`src/rtl/key_evt_pkg.sv`:
```
// Shared definitions for the key event scheduler: event codes, scheduler states, index helpers.
// Latency: n/a (package).
// Backpressure: n/a (package).
package key_evt_pkg;

  localparam logic [1:0] EVT_PRESS   = 2'b00;
  localparam logic [1:0] EVT_RELEASE = 2'b01;
  localparam logic [1:0] EVT_LONG    = 2'b10;

  typedef enum logic {
    IDLE = 1'b0,
    SCAN = 1'b1
  } sched_state_e;

  // Width of a key index; a single key still gets a 1-bit field.
  function automatic int key_w(input int n);
    return (n > 1) ? $clog2(n) : 1;
  endfunction

  // (a + b) mod n for operands already below n; avoids a general divider.
  function automatic int wrap_inc(input int a, input int b, input int n);
    int sum;
    sum = a + b;
    return (sum >= n) ? (sum - n) : sum;
  endfunction

endpackage

```
`src/rtl/evt_fifo.sv`:
```
// Generic synchronous first-word-fall-through FIFO with full/empty flags.
// Latency: a push is visible at the head the cycle after it is written.
// Backpressure: pushes are ignored while full, pops are ignored while empty.
module evt_fifo #(
  parameter int WIDTH = 4,
  parameter int DEPTH = 4
) (
  input  logic             clk_i,
  input  logic             reset_i,
  input  logic             push_i,
  input  logic [WIDTH-1:0] push_dat_i,
  input  logic             pop_i,
  output logic [WIDTH-1:0] head_dat_o,
  output logic             full_o,
  output logic             empty_o
);

  localparam int AW = $clog2(DEPTH);

  logic [WIDTH-1:0] mem_q [DEPTH];
  logic [AW:0]      wr_q, wr_d;
  logic [AW:0]      rd_q, rd_d;
  logic             do_push;
  logic             do_pop;

  // Extra pointer bit distinguishes full from empty when the indices match.
  assign empty_o    = (wr_q == rd_q);
  assign full_o     = (wr_q[AW] != rd_q[AW]) && (wr_q[AW-1:0] == rd_q[AW-1:0]);
  assign do_push    = push_i && !full_o;
  assign do_pop     = pop_i && !empty_o;
  assign head_dat_o = mem_q[rd_q[AW-1:0]];

  // Pointer advance for accepted pushes and pops.
  always_comb begin
    wr_d = wr_q;
    rd_d = rd_q;
    if (do_push) wr_d = wr_q + (AW+1)'(1);
    if (do_pop)  rd_d = rd_q + (AW+1)'(1);
  end

  // Pointer registers; contents are discarded by clearing them.
  always_ff @(posedge clk_i) begin
    if (reset_i) begin
      wr_q <= '0;
      rd_q <= '0;
    end else begin
      wr_q <= wr_d;
      rd_q <= rd_d;
    end
  end

  // Storage write; entries need no reset since the pointers gate visibility.
  always_ff @(posedge clk_i) begin
    if (do_push) mem_q[wr_q[AW-1:0]] <= push_dat_i;
  end

endmodule

```
`src/rtl/key_event_scheduler.sv`:
```
// Multi-key debounce with press/long/release events arbitrated round-robin into an event FIFO.
// Latency: 2 sync cycles + up to STABLE_TICKS ticks to commit; event valid 2 cycles after the commit tick.
// Backpressure: evt_valid/evt_ready; a full FIFO stalls the scheduler and holds pending flags.
module key_event_scheduler
  import key_evt_pkg::*;
#(
  parameter int    NUM_KEYS     = 4,
  parameter int    TICK_DIV     = 50000,
  parameter int    STABLE_TICKS = 4,
  parameter int    LONG_TICKS   = 100,
  parameter int    FIFO_DEPTH   = 4,
  parameter string POLARITY     = "HIGH"
) (
  input  logic                       clk,
  input  logic                       reset,
  input  logic [NUM_KEYS-1:0]        key_in,
  output logic [NUM_KEYS-1:0]        key_state,
  output logic                       evt_valid,
  input  logic                       evt_ready,
  output logic [key_w(NUM_KEYS)-1:0] evt_key,
  output logic [1:0]                 evt_type,
  output logic                       overflow,
  input  logic                       clr_overflow
);

  localparam int   KW       = key_w(NUM_KEYS);
  localparam int   EW       = KW + 2;
  localparam int   PW       = (TICK_DIV > 1) ? $clog2(TICK_DIV) : 1;
  localparam logic ACT_HIGH = (POLARITY == "HIGH");

  // Input conditioning
  logic [NUM_KEYS-1:0] sync1_q, sync2_q, s;

  // Prescaler
  logic [PW-1:0] div_q, div_d;
  logic          tick;

  // Debounce and long-press state
  logic [NUM_KEYS-1:0] state_q, state_d;
  logic [3:0]          cnt_q  [NUM_KEYS];
  logic [3:0]          cnt_d  [NUM_KEYS];
  logic [9:0]          lcnt_q [NUM_KEYS];
  logic [9:0]          lcnt_d [NUM_KEYS];
  logic [NUM_KEYS-1:0] set_p, set_l, set_r;

  // Pending flags
  logic [NUM_KEYS-1:0] pend_p_q, pend_l_q, pend_r_q;
  logic [NUM_KEYS-1:0] pend_p_d, pend_l_d, pend_r_d;
  logic [NUM_KEYS-1:0] clr_p, clr_l, clr_r;
  logic [NUM_KEYS-1:0] key_any;
  logic                any_pend;
  logic                collide;
  logic                overflow_q, overflow_d;

  // Scheduler
  sched_state_e  st_q, st_d;
  logic [KW-1:0] rr_q, rr_d;
  logic [KW-1:0] sel_key, cand;
  logic          found;
  logic          push;
  logic [1:0]    push_type;

  // FIFO side
  logic          fifo_full, fifo_empty, pop;
  logic [EW-1:0] head_dat;

  // Two-flop synchronizer, reset to the released level so reset never looks like a press.
  always_ff @(posedge clk) begin
    if (reset) begin
      sync1_q <= {NUM_KEYS{~ACT_HIGH}};
      sync2_q <= {NUM_KEYS{~ACT_HIGH}};
    end else begin
      sync1_q <= key_in;
      sync2_q <= sync1_q;
    end
  end

  assign s    = ACT_HIGH ? sync2_q : ~sync2_q;
  assign tick = (div_q == PW'(TICK_DIV - 1));

  // Shared sample-tick prescaler.
  always_comb begin
    div_d = tick ? '0 : div_q + PW'(1);
  end

  // Per-key debounce and long-press counting; emits one-cycle set requests.
  always_comb begin
    state_d = state_q;
    set_p   = '0;
    set_l   = '0;
    set_r   = '0;
    for (int k = 0; k < NUM_KEYS; k++) begin
      cnt_d[k]  = cnt_q[k];
      lcnt_d[k] = lcnt_q[k];
      if (tick) begin
        if (s[k] != state_q[k]) begin
          if (cnt_q[k] + 4'd1 == 4'(STABLE_TICKS)) begin
            state_d[k] = ~state_q[k];
            cnt_d[k]   = '0;
            set_p[k]   = s[k];
            set_r[k]   = ~s[k];
          end else begin
            cnt_d[k] = cnt_q[k] + 4'd1;
          end
        end else begin
          cnt_d[k] = '0;
        end
      end
      if (!state_q[k]) begin
        lcnt_d[k] = '0;
      end else if (tick && (lcnt_q[k] != 10'(LONG_TICKS))) begin
        lcnt_d[k] = lcnt_q[k] + 10'd1;
        set_l[k]  = (lcnt_q[k] + 10'd1 == 10'(LONG_TICKS));
      end
    end
  end

  // Round-robin key choice starting at rr_q.
  always_comb begin
    sel_key = '0;
    cand    = '0;
    found   = 1'b0;
    for (int i = 0; i < NUM_KEYS; i++) begin
      cand = KW'(wrap_inc(int'(rr_q), i, NUM_KEYS));
      if (!found && key_any[cand]) begin
        found   = 1'b1;
        sel_key = cand;
      end
    end
  end

  assign key_any  = pend_p_q | pend_l_q | pend_r_q;
  assign any_pend = |key_any;

  // Scheduler FSM: IDLE wakes on any pending flag and pushes in the same cycle.
  always_comb begin
    st_d = st_q;
    push = 1'b0;
    case (st_q)
      IDLE: begin
        if (any_pend) begin
          st_d = SCAN;
          push = !fifo_full;
        end
      end
      SCAN: begin
        if (!any_pend) st_d = IDLE;
        else           push = !fifo_full;
      end
      default: st_d = IDLE;
    endcase
  end

  // Within a key serve press, then long, then release to keep chronology.
  always_comb begin
    clr_p     = '0;
    clr_l     = '0;
    clr_r     = '0;
    push_type = EVT_PRESS;
    rr_d      = rr_q;
    if (push) begin
      rr_d = KW'(wrap_inc(int'(sel_key), 1, NUM_KEYS));
      if (pend_p_q[sel_key]) begin
        clr_p[sel_key] = 1'b1;
        push_type      = EVT_PRESS;
      end else if (pend_l_q[sel_key]) begin
        clr_l[sel_key] = 1'b1;
        push_type      = EVT_LONG;
      end else begin
        clr_r[sel_key] = 1'b1;
        push_type      = EVT_RELEASE;
      end
    end
  end

  // Flag update; a set onto a flag that is still held (and not being served) is dropped.
  always_comb begin
    pend_p_d   = (pend_p_q & ~clr_p) | set_p;
    pend_l_d   = (pend_l_q & ~clr_l) | set_l;
    pend_r_d   = (pend_r_q & ~clr_r) | set_r;
    collide    = |((set_p & pend_p_q & ~clr_p) |
                   (set_l & pend_l_q & ~clr_l) |
                   (set_r & pend_r_q & ~clr_r));
    overflow_d = collide | (overflow_q & ~clr_overflow);
  end

  // State registers for prescaler, debounce, flags and scheduler.
  always_ff @(posedge clk) begin
    if (reset) begin
      div_q      <= '0;
      state_q    <= '0;
      pend_p_q   <= '0;
      pend_l_q   <= '0;
      pend_r_q   <= '0;
      overflow_q <= 1'b0;
      st_q       <= IDLE;
      rr_q       <= '0;
      for (int k = 0; k < NUM_KEYS; k++) begin
        cnt_q[k]  <= '0;
        lcnt_q[k] <= '0;
      end
    end else begin
      div_q      <= div_d;
      state_q    <= state_d;
      pend_p_q   <= pend_p_d;
      pend_l_q   <= pend_l_d;
      pend_r_q   <= pend_r_d;
      overflow_q <= overflow_d;
      st_q       <= st_d;
      rr_q       <= rr_d;
      for (int k = 0; k < NUM_KEYS; k++) begin
        cnt_q[k]  <= cnt_d[k];
        lcnt_q[k] <= lcnt_d[k];
      end
    end
  end

  evt_fifo #(
    .WIDTH (EW),
    .DEPTH (FIFO_DEPTH)
  ) u_fifo (
    .clk_i      (clk),
    .reset_i    (reset),
    .push_i     (push),
    .push_dat_i ({sel_key, push_type}),
    .pop_i      (pop),
    .head_dat_o (head_dat),
    .full_o     (fifo_full),
    .empty_o    (fifo_empty)
  );

  assign pop       = evt_valid & evt_ready;
  assign evt_valid = ~fifo_empty;
  assign evt_key   = head_dat[EW-1:2];
  assign evt_type  = head_dat[1:0];
  assign key_state = state_q;
  assign overflow  = overflow_q;

endmodule

```
`config.mk`:
```
export PLATFORM = sky130hd
export DESIGN_NAME = key_event_scheduler
export DESIGN_NICKNAME = d
export VERILOG_FILES = /design/src/rtl/key_evt_pkg.sv /design/src/rtl/evt_fifo.sv /design/src/rtl/key_event_scheduler.sv
export SDC_FILE = /design/constraint.sdc
export NUM_CORES = 1
export LEC_CHECK = 0
export CAP_MARGIN = 20
export CORE_MARGIN = 3
export CORE_UTILIZATION = 40
export CTS_BUF_LIST = sky130_fd_sc_hd__clkbuf_8
export DETAILED_ROUTE_END_ITERATION = 8
export PLACE_DENSITY = 0.56
export SYNTH_ARGS = -nofsm -noshare
export SYNTH_HDL_FRONTEND = slang
export SYNTH_SLANG_ARGS = --single-unit
```
`constraint.sdc`:
```
create_clock -name clk -period 3.1 [get_ports clk]
set_input_delay 0.62 -clock clk [delete_from_list [all_inputs] [get_ports clk]]
set_output_delay 0.62 -clock clk [all_outputs]
set_load 0.005 [all_outputs]
```
Yosys cells after proc, flatten, opt, wreduce, memory -nomap -nowiden
Memories as Yosys holds them, arrays and structs flattened. A register that Yosys moved wholly into a read port is not among the register bits. Index checks and enable logic that the tools add are counted. Widths: inputs -> output; s select.

Add/sub/neg operators: 20. Multiplexer cells: 105. Bitwise logic cells: 40. Eq/ne operators: 20. Reductions and logical operators: 23. Magnitude comparators: 11.

Operators with widths (number): $mux 10 (12); $mux 4 (24); $mux 1 (48); $add 10x1->10 const B (4); $eq 10x7->1 const B (4); $ne 10x7->1 const B (4); $and 4x4->4 (9); $mux 2 (14); $or 4x4->4 (7); $add 16x1->16 const B (1); $add 4x1->4 const B (4); $eq 16x16->1 const B (1); $eq 4x3->1 const B (4); $lt 2x3->1 const B (5); $bmux 1 s2 (6); $ge 3x3->1 const B (4); $not 4->4 (3); $reduce_and 3->1 (4); $logic_and 1x1->1 (11); $not 1->1 (10); $sub 2x1->2 const B (5); $or 1x1->1 (9); $reduce_or 4->1 (2); $add 2x1->3 const B (2); other kinds (11) (22).

Memories kept: 3. Output and inout bits: 10. Input port bits: 8. Memory bits (writable): 72. Logic and storage cells: 236. Bits in registers: 49.

Memories: lcnt_q (words 4, width 10, rd ports 4, clocked after memory_dff 0, wr ports 4, line key_event_scheduler.sv:42) `logic [9:0] lcnt_q [NUM_KEYS];`; cnt_q (words 4, width 4, rd ports 4, clocked after memory_dff 0, wr ports 4, line key_event_scheduler.sv:40) `logic [3:0] cnt_q [NUM_KEYS];`; u_fifo.mem_q (words 4, width 4, rd ports 1, clocked after memory_dff 1, wr ports 1, line evt_fifo.sv:20) `logic [WIDTH-1:0] mem_q [DEPTH];`.

Longest topological paths before layout
Depth in word-level cells: 27. Mapped depth: 10. Gate-level depth less buffers: 10.

By module
A second synthesis with hierarchy kept.

Cell total of the unflattened synthesis: 723. Area, all modules: 6362.4 um^2.

By module, submodules not included: key_event_scheduler (times used 1, area an instance 5183.7 um^2, sequential area each 1981.9 um^2, cells an instance 632); evt_fifo (times used 1, area an instance 1178.6 um^2, sequential area each 640.6 um^2, cells an instance 91).

Least setup slack after synthesis
OpenSTA, ideal clock, no wires.

Path kind: register to register. Start: register pend_p_q[1]. End: register overflow_q, in the netlist overflow. Setup slack: 625 ps. Buffers on the path: 1. Library setup time: 133 ps. Stages on the path, launching flop included: 11. Arrival: 2342 ps. Data required time: 2967 ps. Period minus slack after synthesis: 2475 ps. Cell sequence: dfxtp_1 > or3_1 > buf_6 > a22o_1 > o21ba_4 > inv_2 > a2111oi_4 > nor2_1 > o311a_1 > nor4_1 > a31oi_1.

Longest elaborated chain between the ends: 27. Elaborated cells on any way between the ends: 53. Those cells by class: order compare: 2; mux: 30; bitwise: 12; reduce/logical: 9.

Ends and longest elaborated chain: start: declaration (line key_event_scheduler.sv:47) `logic [NUM_KEYS-1:0] pend_p_q, pend_l_q, pend_r_q;`; start signal: assignment (line key_event_scheduler.sv:205) `pend_p_q <= pend_p_d;`; $or 4x4->4 (*) (2 in a row) (line key_event_scheduler.sv:132) `assign key_any = pend_p_q | pend_l_q | pend_r_q;`; $bmux 1 s2 (line key_event_scheduler.sv:125) `if (!found && key_any[cand]) begin`; $mux 1 (implied by the code) (line key_event_scheduler.sv:125); $mux 1 (line key_event_scheduler.sv:125); $logic_not 1->1 (line key_event_scheduler.sv:125); $logic_and 1x1->1 (line key_event_scheduler.sv:125); $mux 1 (line key_event_scheduler.sv:125); $logic_not 1->1 (line key_event_scheduler.sv:125); (+5 left out); named net sel_key[1] (line key_event_scheduler.sv:58) `logic [KW-1:0] sel_key, cand;`; (+5 left out); $mux 4 (line key_event_scheduler.sv:163) `if (pend_p_q[sel_key]) begin`; $mux 4 (line key_event_scheduler.sv:161) `if (push) begin`; $not 4->4 (line key_event_scheduler.sv:182) `(set_l & pend_l_q & ~clr_l) |`; $and 4x4->4 (line key_event_scheduler.sv:182); $or 4x4->4 (line key_event_scheduler.sv:181) `collide = |((set_p & pend_p_q & ~clr_p) |`; $or 4x4->4 (*) (line key_event_scheduler.sv:182); $reduce_or 4->1 (*) (line key_event_scheduler.sv:181); $or 1x1->1 (*) (line key_event_scheduler.sv:184) `overflow_d = collide | (overflow_q & ~clr_overflow);`; end signal: assignment (line key_event_scheduler.sv:208) `overflow_q <= overflow_d;`; end: declaration (line key_event_scheduler.sv:53) `logic overflow_q, overflow_d;`.

Mark *: on every way through the listed nets, which the timed path passes. The rest lies on a longest branch. The select of a mux whose other input is x is not followed. A chain may end at the register's enable or synchronous reset.

Final worst setup path
Ends and elaborated chain as after synthesis.

==> results.md <==
* Reg-to-reg endpoint: overflow
* Fraction of layout cells with a size suffix above 1 at 0.0841
* Initial drt markers at roughly 300
* Final setup fails at 0
* Hold EP: div_q[0]
* Resize count post-CTS at 0
* Chip width at roughly 130 um
* RSZ-0062 raised after global routing: no
* Largest net degree at the start of global routing at 27
* Starting Density at 0.414
* Mapped Nets at 750
* Register area share after synthesis at 0.410
* Leakage at 2.43 nW
* Nets at 771
* Max Clk Rate at between 300 and 400 MHz
* Slew HR at 0.541
* Initial antenna violation count at 0
* Endpoints failing hold at 0
* H-tree depth at 4
* Worst-margin pin slew at 0.684 ns
* Worst Hold Class: reg -> reg
* Seq pwr share at 0.525
* Critical path class: reg -> reg
* Die height at 132 um
* Grt total ovfl at 0
* Skew-Pair Late Insertion Delay at roughly 0.45 ns
* Number of global-route vias before repair at a little under 5000
* Status: finished clean
* Worst setup SP type: flop
* Core Area at 15400 um^2
* Hold Path Cell Cnt at 1
* DR vias at 5028
* Worst-case reg-to-reg path depth at 9
* Ys Warns at 0
* TritonCTS Sinks at between 100 and 150
* Netlist Area Pre-Place at roughly 6400 um^2
* Routed len/inst at around 14 um
* Comb pwr share at 0.014
* Commonest cells after routing, fill and taps aside: dfxtp_1, nor2_1, nand2_1
* DPL Wire Length at ~9700 um
* Clock Path Buffers at 2
* Ys flop type: dfxtp_1
* Setup crit end kind: flop
* Vias per cell at about 5.2
* Switching Fraction at 0.218
* Setup slack after layout at 0.301 ns
* Max Cap Viol at 0
* Cell row count at 45
* First-pass GRT wire length at between 20000 and 25000 um
* TritonCTS clock tree: yes
* Internal power at about 2.4 mW
* ANT nets after route at 0
* Hold Path Origin: div_q[0]
* Final Wtd Congestion at between 0.8 and 0.9
* Async SR Flop Fraction at 0
* Post-Synthesis Cells at 715
* Drt pass-1 iters at 4
* IO buf count at 17
* Clk slew on worst S/H paths at about 0.070 ns
* Clock Power Share at 0.461
* Post-synthesis average cell area at slightly below 9 um^2
* Final worst path period share at 0.903
* Hold buffer count at CTS at 0
* Ports at 18
* Filler Cell Count at between 1500 and 2000
* Worst r2r src: pend_p_q[1]
* Seq cells post-synth at ~120
* Max-slew violations at 0
* EDFF count, synth at 16
* Tmin final at roughly 2.8 ns
* Yosys cell types at around 70
* Power density cells at 430 nW/um^2
* Worst vdd ir at approximately 0.00028 V
* TritonCTS Buffers at 17
* Commonest non-fill, non-tap cell in the layout: dfxtp_1
* Sw power at 0.674 mW
* P&R area growth vs syn at 12.3%
* Worst slack at placement at 0.333 ns
* Crit path max fanout at 9
* Total Wirelength at around 13000 um
* Post-CTS setup buffer count at 0
* Remaining DRCs at 0
* Worst Skew at around 0.011 ns
* R2r setup slk at between 0.3 and 0.4 ns
* Antenna cells at 0
* Worst EP arrival at 3.12 ns
* DIE AREA at about 18000 um^2
* Clk root buf: clkbuf_8
* Crit path required time at approximately 3.4 ns
* Tot Pwr at 3.09 mW
* Setup TNS at 0 ns
* Gr usage total at 0.161
## cells in the mapped netlist, types with 4 or more instances
library cell	count	area [um^2]
and2_1	6	37.5
o21ai_0	26	130
or4_1	4	30.0
nand2b_1	11	68.8
xor2_1	40	350
ha_1	27	338
and3_1	15	93.8
edfxtp_1	16	480
clkbuf_1	16	60.1
or3_1	10	62.6
buf_1	4	15.0
nand3b_1	11	82.6
nor2b_1	19	119
nor3b_1	4	30.0
o31ai_1	6	45.0
nor3_1	20	100
nor4_1	4	25.0
nand3_1	26	130
nand4_1	14	87.6
nand2_1	58	218
mux2i_1	8	80.1
xnor2_1	27	236
a21oi_1	39	195
a311oi_1	6	52.6
nor2_1	95	357
mux4_2	4	90.1
dfxtp_1	107	2140
nand4b_1	6	52.6
a31oi_1	4	25.0
o2111ai_1	4	35.0
inv_1	20	75.1
## how the worst max path moves through the flow
stage,start,endpoint,slack (ns),cells after the start
6_report,pend_p_q[1],overflow,0.30,9
2_1_floorplan,pend_p_q[1],overflow,0.63,10
3_5_place_dp,pend_p_q[1],overflow,0.33,9
3_3_place_gp,div_q[7],overflow,0.33,9
4_1_cts,pend_p_q[1],overflow,0.31,9
5_1_grt,pend_r_q[0],overflow,0.12,9
## cell type report
| type | count | area (um^2) | share of cell area |
|---|---|---|---|
| multi-input combinational | 544 | 3570 | 0.497 |
| sequential | 123 | 2620 | 0.365 |
| tap | 211 | 264 | 0.0368 |
| timing repair buffer | 28 | 248 | 0.0345 |
| clock buffer | 17 | 234 | 0.0326 |
| clock inverter | 15 | 158 | 0.0220 |
| inverter | 22 | 82.6 | 0.0115 |
## worst max-delay path, cell delays in order, from the launching register on
cell,delay (ns)
dfxtp_1,0.36
or3_1,0.51
a22o_1,0.28
o21ba_4,0.30
inv_2,0.08
a2111oi_4,0.20
nor2_1,0.15
o311a_1,0.35
nor4_1,0.31
a31oi_1,0.13
## state kept, by name, indices dropped and copies added (netlist names), 4 cells and up, named ones only
signal        count
pend_p_q          4
cnt_q            16
div_q            16
pend_l_q          4
pend_r_q          4
key_state         4
lcnt_q           40
u_fifo.mem_q     16
s                 4
sync1_q           4
## metrics by stage
stage	hold slack, ns	std cells	area (um^2)	utilization
floorplan	0.413	715	6390	-
global placement	0.423	928	6780	0.440
detailed placement	0.427	928	6780	0.440
CTS	0.446	960	7180	0.465
global route	0.465	960	7180	0.465
finish	0.439	960	7180	0.465
## power groups by stage
stage	logic [mW]	clock network [mW]	registers (mW)
finish	0.0431	1.42	1.62
global placement	0.0434	0	1.66
detailed placement	0.0442	0	1.66
CTS	0.0445	1.46	1.62
floorplan	0.0268	0	1.66
global route	0.0485	1.54	1.62
## cell families after synthesis
| group | count (synthesis) | synth area share |
|---|---|---|
| flip-flops | 123 | 0.410 |
| XOR/XNOR | 67 | 0.0918 |
| multiplexers | 12 | 0.0266 |
| buffers and inverters | 48 | 0.0313 |
| adder cells (fa/ha/maj) | 28 | 0.0544 |
| AO/OA/AOI/OAI | 113 | 0.122 |
| AND/OR/NAND/NOR | 324 | 0.264 |
## routing by layer
metal / up-vias / wire length [um] / global-route usage
met5: - / 0 / 0
met4: 0 / 337 / 0.0681
met3: 25 / 437 / 0.0385
met2: 83 / 6190 / 0.256
met1: 2352 / 6500 / 0.211
li1: 2568 / - / -
Power figures use the tool's default switching activity.
